===== src/rtl/hf_reader_pkg.sv =====
// Shared types and constants for the ISO14443-A reader frame sequencer.
package hf_reader_pkg;

    // Carrier output stage mode codes, shared with the pwr_hi mode mux
    localparam logic [2:0] READER_LISTEN = 3'b011;
    localparam logic [2:0] READER_MOD    = 3'b100;

    // One Miller bit period in carrier cycles
    localparam int BIT_PERIOD = 128;

    typedef enum logic [2:0] {
        ST_IDLE,
        ST_SOF,
        ST_TX,
        ST_EOF,
        ST_GUARD,
        ST_LISTEN,
        ST_DONE
    } state_e;

    // One TX byte with its framing info, used for both shifter and holding register
    typedef struct packed {
        logic       last;
        logic [3:0] nbits;
        logic [8:0] data;   // {parity, byte}, sent LSB first
    } tx_ent_t;

    // Bit count 0 means 1, anything above 9 means 9
    function automatic logic [3:0] clamp_bits(input logic [3:0] b);
        if (b == 4'd0) return 4'd1;
        if (b > 4'd9)  return 4'd9;
        return b;
    endfunction

endpackage


===== src/rtl/hf_reader_seq_miller_enc.sv =====
// Modified-Miller encoder: bit-period phase counter, previous-bit memory and
// registered pause output (one cycle behind the phase counter).
module miller_enc
    import hf_reader_pkg::*;
#(
    parameter int PAUSE_CYCLES = 32
) (
    input  logic clk_i,
    input  logic rst_i,
    input  logic kill_i,       // force pause off and freeze (abort)
    input  logic sof_i,        // frame start: zero phase, prev = 0
    input  logic bit_valid_i,  // a bit period is being coded
    input  logic bit_i,        // logical bit of the current period
    input  logic eof_y_i,      // closing Y of EOF: never pause
    output logic mod_sig_o,
    output logic bit_done_o
);

    logic [6:0] phase_q, phase_d;
    logic       prev_q, prev_d;
    logic       mod_q, mod_d;
    logic       pause;

    assign bit_done_o = bit_valid_i && (phase_q == 7'(BIT_PERIOD - 1));
    assign mod_sig_o  = mod_q;

    // Pause window selection (X / Z / Y) and phase/prev bookkeeping
    always_comb begin
        phase_d = phase_q;
        prev_d  = prev_q;
        pause   = 1'b0;
        if (eof_y_i)
            pause = 1'b0;
        else if (bit_i)
            pause = (phase_q >= 7'd64) && (int'(phase_q) < 64 + PAUSE_CYCLES);
        else if (!prev_q)
            pause = int'(phase_q) < PAUSE_CYCLES;
        mod_d = bit_valid_i && pause && !kill_i;
        if (sof_i) begin
            phase_d = '0;
            prev_d  = 1'b0;
        end else if (bit_valid_i) begin
            phase_d = phase_q + 7'd1;
            if (bit_done_o) prev_d = bit_i;
        end
    end

    // Encoder state, updated on the carrier falling edge like the rest of the HF path
    always_ff @(negedge clk_i) begin
        if (rst_i) begin
            phase_q <= '0;
            prev_q  <= 1'b0;
            mod_q   <= 1'b0;
        end else begin
            phase_q <= phase_d;
            prev_q  <= prev_d;
            mod_q   <= mod_d;
        end
    end

endmodule


===== src/rtl/hf_reader_seq.sv =====
// Reader-side ISO14443-A frame sequencer: sends a Miller frame, waits the
// frame-delay guard, then gathers detector samples into bytes.
// RX bytes start at the first modulated sample; windows before the tag answers
// are counted for the timeout but never packed into bytes.
module hf_reader_seq
    import hf_reader_pkg::*;
#(
    parameter int PAUSE_CYCLES       = 32,
    parameter int GUARD_CYCLES       = 1088,
    parameter int RX_IDLE_WINDOWS    = 32,
    parameter int RX_TIMEOUT_WINDOWS = 1024
) (
    input  logic       osc_clk,
    input  logic       rst,
    input  logic       start,
    input  logic       abort,
    input  logic [7:0] tx_byte,
    input  logic       tx_par,
    input  logic [3:0] tx_bits,
    input  logic       tx_last,
    input  logic       tx_valid,
    output logic       tx_ready,
    input  logic       rx_strobe,
    input  logic       rx_curbit,
    output logic [2:0] mod_type,
    output logic       mod_sig,
    output logic [7:0] rx_byte,
    output logic       rx_valid,
    output logic       busy,
    output logic       done,
    output logic       rx_timeout,
    output logic       tx_underrun
);

    localparam int GW = $clog2(GUARD_CYCLES + 1);
    localparam int IW = $clog2(RX_IDLE_WINDOWS + 1);
    localparam int TW = $clog2(RX_TIMEOUT_WINDOWS + 1);

    state_e        state_q, state_d;
    tx_ent_t       cur_q, cur_d, hold_q, hold_d, in_ent;
    logic          hold_vld_q, hold_vld_d;
    logic          eof2_q, eof2_d;
    logic [GW-1:0] guard_q, guard_d;
    logic [7:0]    acc_q, acc_d, acc_n;
    logic [2:0]    nsamp_q, nsamp_d;
    logic          seen_q, seen_d;
    logic [IW-1:0] idle_q, idle_d;
    logic [TW-1:0] win_q, win_d;
    logic [7:0]    rx_byte_q, rx_byte_d;
    logic          rx_valid_q, rx_valid_d;
    logic          done_q, done_d;
    logic [2:0]    mtype_q, mtype_d;
    logic          tmo_q, tmo_d, und_q, und_d;
    logic          start_ok, active, hs, cur_bit, bit_done, rx_end;

    assign start_ok = start && tx_valid && (state_q == ST_IDLE) && !abort;
    assign active   = state_q inside {ST_SOF, ST_TX, ST_EOF};
    assign tx_ready = (state_q == ST_TX) && !hold_vld_q;
    assign hs       = tx_ready && tx_valid;
    assign cur_bit  = (state_q == ST_TX) ? cur_q.data[0] : 1'b0;
    assign in_ent   = {tx_last, clamp_bits(tx_bits), tx_par, tx_byte};

    miller_enc #(.PAUSE_CYCLES(PAUSE_CYCLES)) u_enc (
        .clk_i       (osc_clk),
        .rst_i       (rst),
        .kill_i      (abort),
        .sof_i       (start_ok),
        .bit_valid_i (active),
        .bit_i       (cur_bit),
        .eof_y_i     ((state_q == ST_EOF) && eof2_q),
        .mod_sig_o   (mod_sig),
        .bit_done_o  (bit_done)
    );

    // Frame FSM, TX byte pipeline, guard timer and RX packing
    always_comb begin
        state_d    = state_q;
        cur_d      = cur_q;
        hold_d     = hold_q;
        hold_vld_d = hold_vld_q;
        eof2_d     = eof2_q;
        guard_d    = guard_q;
        acc_d      = acc_q;
        nsamp_d    = nsamp_q;
        seen_d     = seen_q;
        idle_d     = idle_q;
        win_d      = win_q;
        rx_byte_d  = rx_byte_q;
        rx_valid_d = 1'b0;
        tmo_d      = tmo_q;
        und_d      = und_q;
        rx_end     = 1'b0;
        acc_n      = {acc_q[6:0], rx_curbit};
        unique case (state_q)
            ST_IDLE: if (start_ok) begin
                state_d    = ST_SOF;
                cur_d      = in_ent;
                hold_vld_d = 1'b0;
                tmo_d      = 1'b0;
                und_d      = 1'b0;
                acc_d      = '0;
                nsamp_d    = '0;
                seen_d     = 1'b0;
                idle_d     = '0;
                win_d      = '0;
            end
            ST_SOF: if (bit_done) state_d = ST_TX;
            ST_TX: if (bit_done) begin
                if (cur_q.nbits > 4'd1) begin
                    cur_d.data  = cur_q.data >> 1;
                    cur_d.nbits = cur_q.nbits - 4'd1;
                end else if (cur_q.last) begin
                    state_d = ST_EOF;
                    eof2_d  = 1'b0;
                end else if (hold_vld_q) begin
                    cur_d      = hold_q;
                    hold_vld_d = 1'b0;
                end else begin
                    und_d   = 1'b1;
                    state_d = ST_EOF;
                    eof2_d  = 1'b0;
                end
            end
            ST_EOF: if (bit_done) begin
                if (eof2_q) begin
                    state_d = ST_GUARD;
                    guard_d = '0;
                end else begin
                    eof2_d = 1'b1;
                end
            end
            ST_GUARD: begin
                if (guard_q == GW'(GUARD_CYCLES - 1)) state_d = ST_LISTEN;
                else guard_d = guard_q + GW'(1);
            end
            ST_LISTEN: if (rx_strobe) begin
                if (rx_curbit || seen_q) begin
                    acc_d   = acc_n;
                    nsamp_d = nsamp_q + 3'd1;
                    if (nsamp_q == 3'd7) begin
                        rx_byte_d  = acc_n;
                        rx_valid_d = 1'b1;
                        acc_d      = '0;
                    end
                end
                if (rx_curbit) begin
                    seen_d = 1'b1;
                    idle_d = '0;
                end else if (seen_q) begin
                    idle_d = idle_q + IW'(1);
                    if (idle_q == IW'(RX_IDLE_WINDOWS - 1)) rx_end = 1'b1;
                end else begin
                    win_d = win_q + TW'(1);
                    if (win_q == TW'(RX_TIMEOUT_WINDOWS - 1)) begin
                        rx_end = 1'b1;
                        tmo_d  = 1'b1;
                    end
                end
                if (rx_end) begin
                    state_d = ST_DONE;
                    // flush a partial byte, earliest sample in the MSB
                    if (seen_q && nsamp_q != 3'd7) begin
                        rx_byte_d  = acc_n << (3'd7 - nsamp_q);
                        rx_valid_d = 1'b1;
                    end
                end
            end
            ST_DONE: state_d = ST_IDLE;
            default: state_d = ST_IDLE;
        endcase
        // a load in the same cycle as a transfer lands after it
        if (hs) begin
            hold_d     = in_ent;
            hold_vld_d = 1'b1;
        end
        if (abort) begin
            state_d    = ST_IDLE;
            rx_valid_d = 1'b0;
        end
        done_d  = (state_q == ST_DONE) && !abort;
        mtype_d = (active && !abort) ? READER_MOD : READER_LISTEN;
    end

    // State registers on the carrier falling edge
    always_ff @(negedge osc_clk) begin
        if (rst) begin
            state_q    <= ST_IDLE;
            cur_q      <= '0;
            hold_q     <= '0;
            hold_vld_q <= 1'b0;
            eof2_q     <= 1'b0;
            guard_q    <= '0;
            acc_q      <= '0;
            nsamp_q    <= '0;
            seen_q     <= 1'b0;
            idle_q     <= '0;
            win_q      <= '0;
            rx_byte_q  <= '0;
            rx_valid_q <= 1'b0;
            done_q     <= 1'b0;
            mtype_q    <= READER_LISTEN;
            tmo_q      <= 1'b0;
            und_q      <= 1'b0;
        end else begin
            state_q    <= state_d;
            cur_q      <= cur_d;
            hold_q     <= hold_d;
            hold_vld_q <= hold_vld_d;
            eof2_q     <= eof2_d;
            guard_q    <= guard_d;
            acc_q      <= acc_d;
            nsamp_q    <= nsamp_d;
            seen_q     <= seen_d;
            idle_q     <= idle_d;
            win_q      <= win_d;
            rx_byte_q  <= rx_byte_d;
            rx_valid_q <= rx_valid_d;
            done_q     <= done_d;
            mtype_q    <= mtype_d;
            tmo_q      <= tmo_d;
            und_q      <= und_d;
        end
    end

    assign mod_type    = mtype_q;
    assign rx_byte     = rx_byte_q;
    assign rx_valid    = rx_valid_q;
    assign busy        = (state_q != ST_IDLE);
    assign done        = done_q;
    assign rx_timeout  = tmo_q;
    assign tx_underrun = und_q;

endmodule


===== config.mk =====
export PLATFORM = sky130hd
export DESIGN_NAME = hf_reader_seq
export DESIGN_NICKNAME = d
export VERILOG_FILES = /design/src/rtl/hf_reader_pkg.sv /design/src/rtl/hf_reader_seq_miller_enc.sv /design/src/rtl/hf_reader_seq.sv
export SDC_FILE = /design/constraint.sdc
export NUM_CORES = 1
export LEC_CHECK = 0
export BUFFER_PORTS_ARGS = -buffer_cell sky130_fd_sc_hd__buf_4
export CELL_PAD_IN_SITES_DETAIL_PLACEMENT = 1
export CELL_PAD_IN_SITES_GLOBAL_PLACEMENT = 2
export CORE_MARGIN = 4
export CORE_UTILIZATION = 33
export CTS_BUF_LIST = sky130_fd_sc_hd__clkbuf_4 sky130_fd_sc_hd__clkbuf_8 sky130_fd_sc_hd__clkbuf_16
export DETAILED_ROUTE_END_ITERATION = 16
export GPL_ROUTABILITY_DRIVEN = 0
export PLACE_DENSITY = 0.82
export SYNTH_ARGS = -nofsm -noshare
export SYNTH_HDL_FRONTEND = slang
export SYNTH_SLANG_ARGS = --single-unit

===== constraint.sdc =====
create_clock -name osc_clk -period 2.1 [get_ports osc_clk]
set_clock_uncertainty 0.2 [all_clocks]
set_input_delay 0.21 -clock osc_clk [delete_from_list [all_inputs] [get_ports osc_clk]]
set_output_delay 0.21 -clock osc_clk [all_outputs]
set_load 0.05 [all_outputs]

## Word-level counts from Yosys, hierarchy flattened

Index checks and enable logic that the tools add are counted.

| word-level totals | value |
|---|---|
| flip-flop bits (word level) | 96 |
| output and inout port bits | 18 |
| input port bits | 21 |
| word-level logic and storage cells | 211 |

| operators by class | value |
|---|---|
| bitwise gates (word level) | 2 |
| reduce and logical (&&, ||, !) cells | 42 |
| muxes and demuxes | 93 |
| add/sub/neg operators | 7 |
| magnitude comparators | 5 |
| shift operators | 1 |
| equal/unequal tests | 37 |

Operators by type and width:

| cell | count |
|---|---|
| $mux 11 | 7 |
| $mux 14 | 4 |
| $mux 3 | 15 |
| $pmux 11 s2 | 2 |
| $mux 1 | 38 |
| $ne 2x2->1 const B | 17 |
| $mux 8 | 4 |
| $mux 7 | 4 |
| $pmux 14 s2 | 1 |
| $mux 6 | 4 |
| $add 11x1->11 const B | 2 |
| $ne 3x3->1 const B | 7 |
| $reduce_and 4->1 | 5 |
| $reduce_and 5->1 | 4 |
| $pmux 3 s6 | 1 |
| $mux 4 | 4 |
| $pmux 7 s2 | 1 |
| $logic_and 1x1->1 | 13 |
| $mux 13 | 1 |
| $eq 3x3->1 const B | 4 |
| $pmux 6 s2 | 1 |
| $reduce_and 6->1 | 2 |
| $eq 11x10->1 const B | 1 |
| $eq 11x11->1 const B | 1 |
| other kinds (29) | 44 |

## Depth between registers and ports, before layout

| logic depth | value |
|---|---|
| depth in word-level cells | 9 |
| depth in mapped cells | 8 |
| mapped depth without buffers | 7 |

## Modules after synthesis

A second synthesis with hierarchy kept.

| unflattened totals | value |
|---|---|
| cell total of the unflattened synthesis | 606 |
| area, all modules | 4882.2 sq um |

By module, submodules not included:

| module | times used | area an instance (sq um) | sequential area each (sq um) | cells an instance |
|---|---|---|---|---|
| hf_reader_seq | 1 | 4481.8 | 1721.7 | 560 |
| miller_enc | 1 | 400.4 | 180.2 | 46 |

==> reports/qor.yml <==
logic_synthesis:
  synth_area_leaders: "dfxtp_1 (39%), nor2_1 (6.0%), a21oi_1 (5.1%)"
  synth_top_area_cell: "dfxtp_1"
  synthXorXnorAreaFrac_pct: 4.12
  synth_common_cells: "dfxtp_1 (95), nor2_1 (78), nand2_1 (59)"
  synth-edff-count: 0
  ys_seq_area_share_pct: 38.9
  synth_mux_area_share_pct: 6.21
  synth.most_common_cell: "dfxtp_1"
  synth_nets: 618
  synth_compound_area_share_pct: 16.9
  ys_warn_count: 0
  synth_top_area_share_pct: 38.9
  synthFlopType: "dfxtp_1"
  synth_top_family_by_area: "simple AND/OR/NAND/NOR gates"
  yosys_register_bits: 95
  synth.distinct_cells: 63
  synth.avg_cell_area_um2: 8.31
  synthCells: 589
  synth_area_um2: 4890
  yosys.area_share.simple_pct: 27.8
  synth_adder_area_share_pct: 2.04
  synthArstFlopShare_pct: 0
final_layout:
  syn_to_final_growth_pct: 64.8
  fin_area_um2: 8070
  instances_no_fill: 1020
  final_nets: 860
  final_core_util_pct: 55.5
  register_area_um2: 1930
  multi_input_area_um2: 3560
  drive_above_1_share_pct: 40.3
  n_antenna_cell: 0
  fillers: 1695
timing:
  fin_hold_ws_ns: 0.260
  hold_viol_final: 0
  tightest_slew_ns: 0.594
  setup_ws_ns: -0.845
  fin_tns_setup_ns: -23.89
  grt_setup_unrepaired: "true"
  maxSlewHeadroom_pct: 60.1
  setup_viol: 95
  drv_slew: 0
grt:
  grt-ovfl-total: 0
  grtUsageTotal_pct: 21.6
  grt_pass1_vias: 6181
  grt_pass1_wl_mm: 29.1
  antenna_found_initial: 0
  grt_max_degree: 24
floorplan:
  fp.coreArea_um2: 14500
  initial_core_util_pct: 33.7
  die_height_um: 130
  ioPinCount: 39
  dieArea_um2: 16800
  rows: 44
  dieWidth_um: 130
place:
  dpl.hpwl_mm: 10.7
  place_ws_ns: -1.00
  dpl-instance-area_um2: 6080
  dp_cells: 865
  numPortBuffers: 38
setup_path:
  path_buf_inv: 1
  startpoint_type: "flop"
  max_stage_delay_ns: 0.41
  crit_slowest_cell: "or3b_4"
  cp.arrival_ns: 2.53
  worstPathMaxFanout: 2
  cp-end-kind: "output pin"
  path_class: "reg -> out"
  crit_family: "simple AND/OR/NAND/NOR gates"
  path_cells: "or3b_4 > nor2_4 > buf_8"
  critPathRequiredTime_ns: 1.69
route:
  vias: 5616
  totalWireLength_mm: 20.0
  ant_nets: 0
  dr.pass1.iters: 5
  wl_per_cell_um: 19.6
  drcViolationCount: 0
  drt-initial-drc-count: 277
  viasPerCell: 5.51
clock_tree:
  cts-htree-levels: 3
  clock-sinks: 95
  root_buffer: "clkbuf_16"
  tritoncts: "yes"
  clock_tree.buffer_depth: 2
  holdBufCountCts: 0
  clkSlewWorstSetupHoldPaths_ns: 0.07
  worst_skew_pair.late_latency_ns: 0.43
  cts_buffers: 9
outcome:
  violations: "setup timing"
  status: "finished, violations left"
flow_run:
  cap_violations: 0
power_and_ir_drop:
  p_total_mw: 4.94
  p_leak_nw: 3.32
  ir_drop_uv: 399
  p_per_area_nw_per_um2: 612
min_path:
  hp-class: "reg -> reg"
## worst min-delay path, stage by stage, from the launching register on
cell	delay, ns
dfxtp_1	0.30
nand2_1	0.05
a21oi_1	0.05
## area by class of cell
cell class / count / share of cell area [%]
multi-input cells: 449 / 44.1
flip-flops and latches: 95 / 23.9
repair buffers: 172 / 20.7
clock inverters: 102 / 5.17
well taps: 184 / 2.85
clock buffers: 9 / 2.79
inverters: 9 / 0.419
## report_power, final
| group | internal, mW | switching (mW) |
|---|---|---|
| logic | 0.284 | 0.315 |
| clock network | 1.16 | 1.32 |
| registers | 1.84 | 0.0265 |
| total | 3.28 | 1.66 |
## layout by cell type (no fill, tap or decap), types with 6 or more instances in the layout
| cell type | synthesis | routed |
|---|---|---|
| nand4_1 | 11 | 11 |
| nand2_1 | 59 | 55 |
| ha_1 | 8 | 8 |
| nor2_1 | 78 | 59 |
| a21oi_1 | 50 | 26 |
| o21ai_0 | 18 | 8 |
| dfxtp_1 | 95 | 76 |
| dfxtp_2 | 0 | 17 |
| nor3_1 | 8 | 6 |
| nor2_2 | 2 | 9 |
| a311o_1 | 8 | 8 |
| buf_4 | 2 | 111 |
| buf_6 | 0 | 33 |
| o21ai_1 | 0 | 6 |
| and3_1 | 9 | 9 |
| clkbuf_16 | 0 | 10 |
| xor2_1 | 17 | 17 |
| nand3_2 | 0 | 13 |
| nor2_4 | 0 | 12 |
| inv_1 | 10 | 106 |
| nand3_1 | 34 | 19 |
| or3_1 | 11 | 6 |
| a21oi_2 | 0 | 21 |
| buf_8 | 0 | 21 |
| o211ai_1 | 7 | 7 |
| or2_4 | 0 | 9 |
| mux2i_1 | 18 | 18 |
| nor2b_1 | 7 | 7 |
## flip-flops by register name, summed over array words and instances (netlist names), 2 cells and up
register and flops:
hold_q 14, idle_q 6, acc_q 7, mod_type 2, u_enc.phase_q 7, rx_byte 8
win_q 11, nsamp_q 3, cur_q 14, guard_q 11, state_q 3
## worst paths after layout
kind / slack [ns] / startpoint / cells past startpoint / endpoint
max: -0.84 / state_q[2]$_SDFFE_NP0P_ / 3 / tx_ready
min: 0.26 / cur_q[6]$_SDFFE_NP0P_ / 2 / cur_q[6]$_SDFFE_NP0P_
max reg2reg: -0.37 / cur_q[9]$_SDFFE_NP0P_ / 9 / cur_q[10]$_SDFFE_NP0P_
min reg2reg: 0.26 / cur_q[6]$_SDFFE_NP0P_ / 2 / cur_q[6]$_SDFFE_NP0P_
## metal layers
layer  global-route usage, %  up-vias  routed length, µm
met1                    23.0     2807               7910
li1                        -     2606                  -
met3                    6.30       51                806
met2                    38.3      152              10600
met5                       0        -                  0
met4                    12.3        0                655
## timing repair
action	4_1_cts	5_1_grt
pin swaps	78	47
setup buffers	25	17
cloned	6	1
gates resized for setup	167	72
setup endpoints to repair	94	107
## kinds of logic (layout without fill, tap and decap cells)
family / Yosys count / count (layout)
AO/OA/AOI/OAI: 121 / 121
XOR/XNOR: 23 / 23
adder cells (fa/ha/maj): 8 / 8
buffers and inverters: 48 / 292
flip-flops: 95 / 95
multiplexers: 27 / 27
AND/OR/NAND/NOR: 267 / 270
No activity file was read; power rests on OpenSTA's default activity.
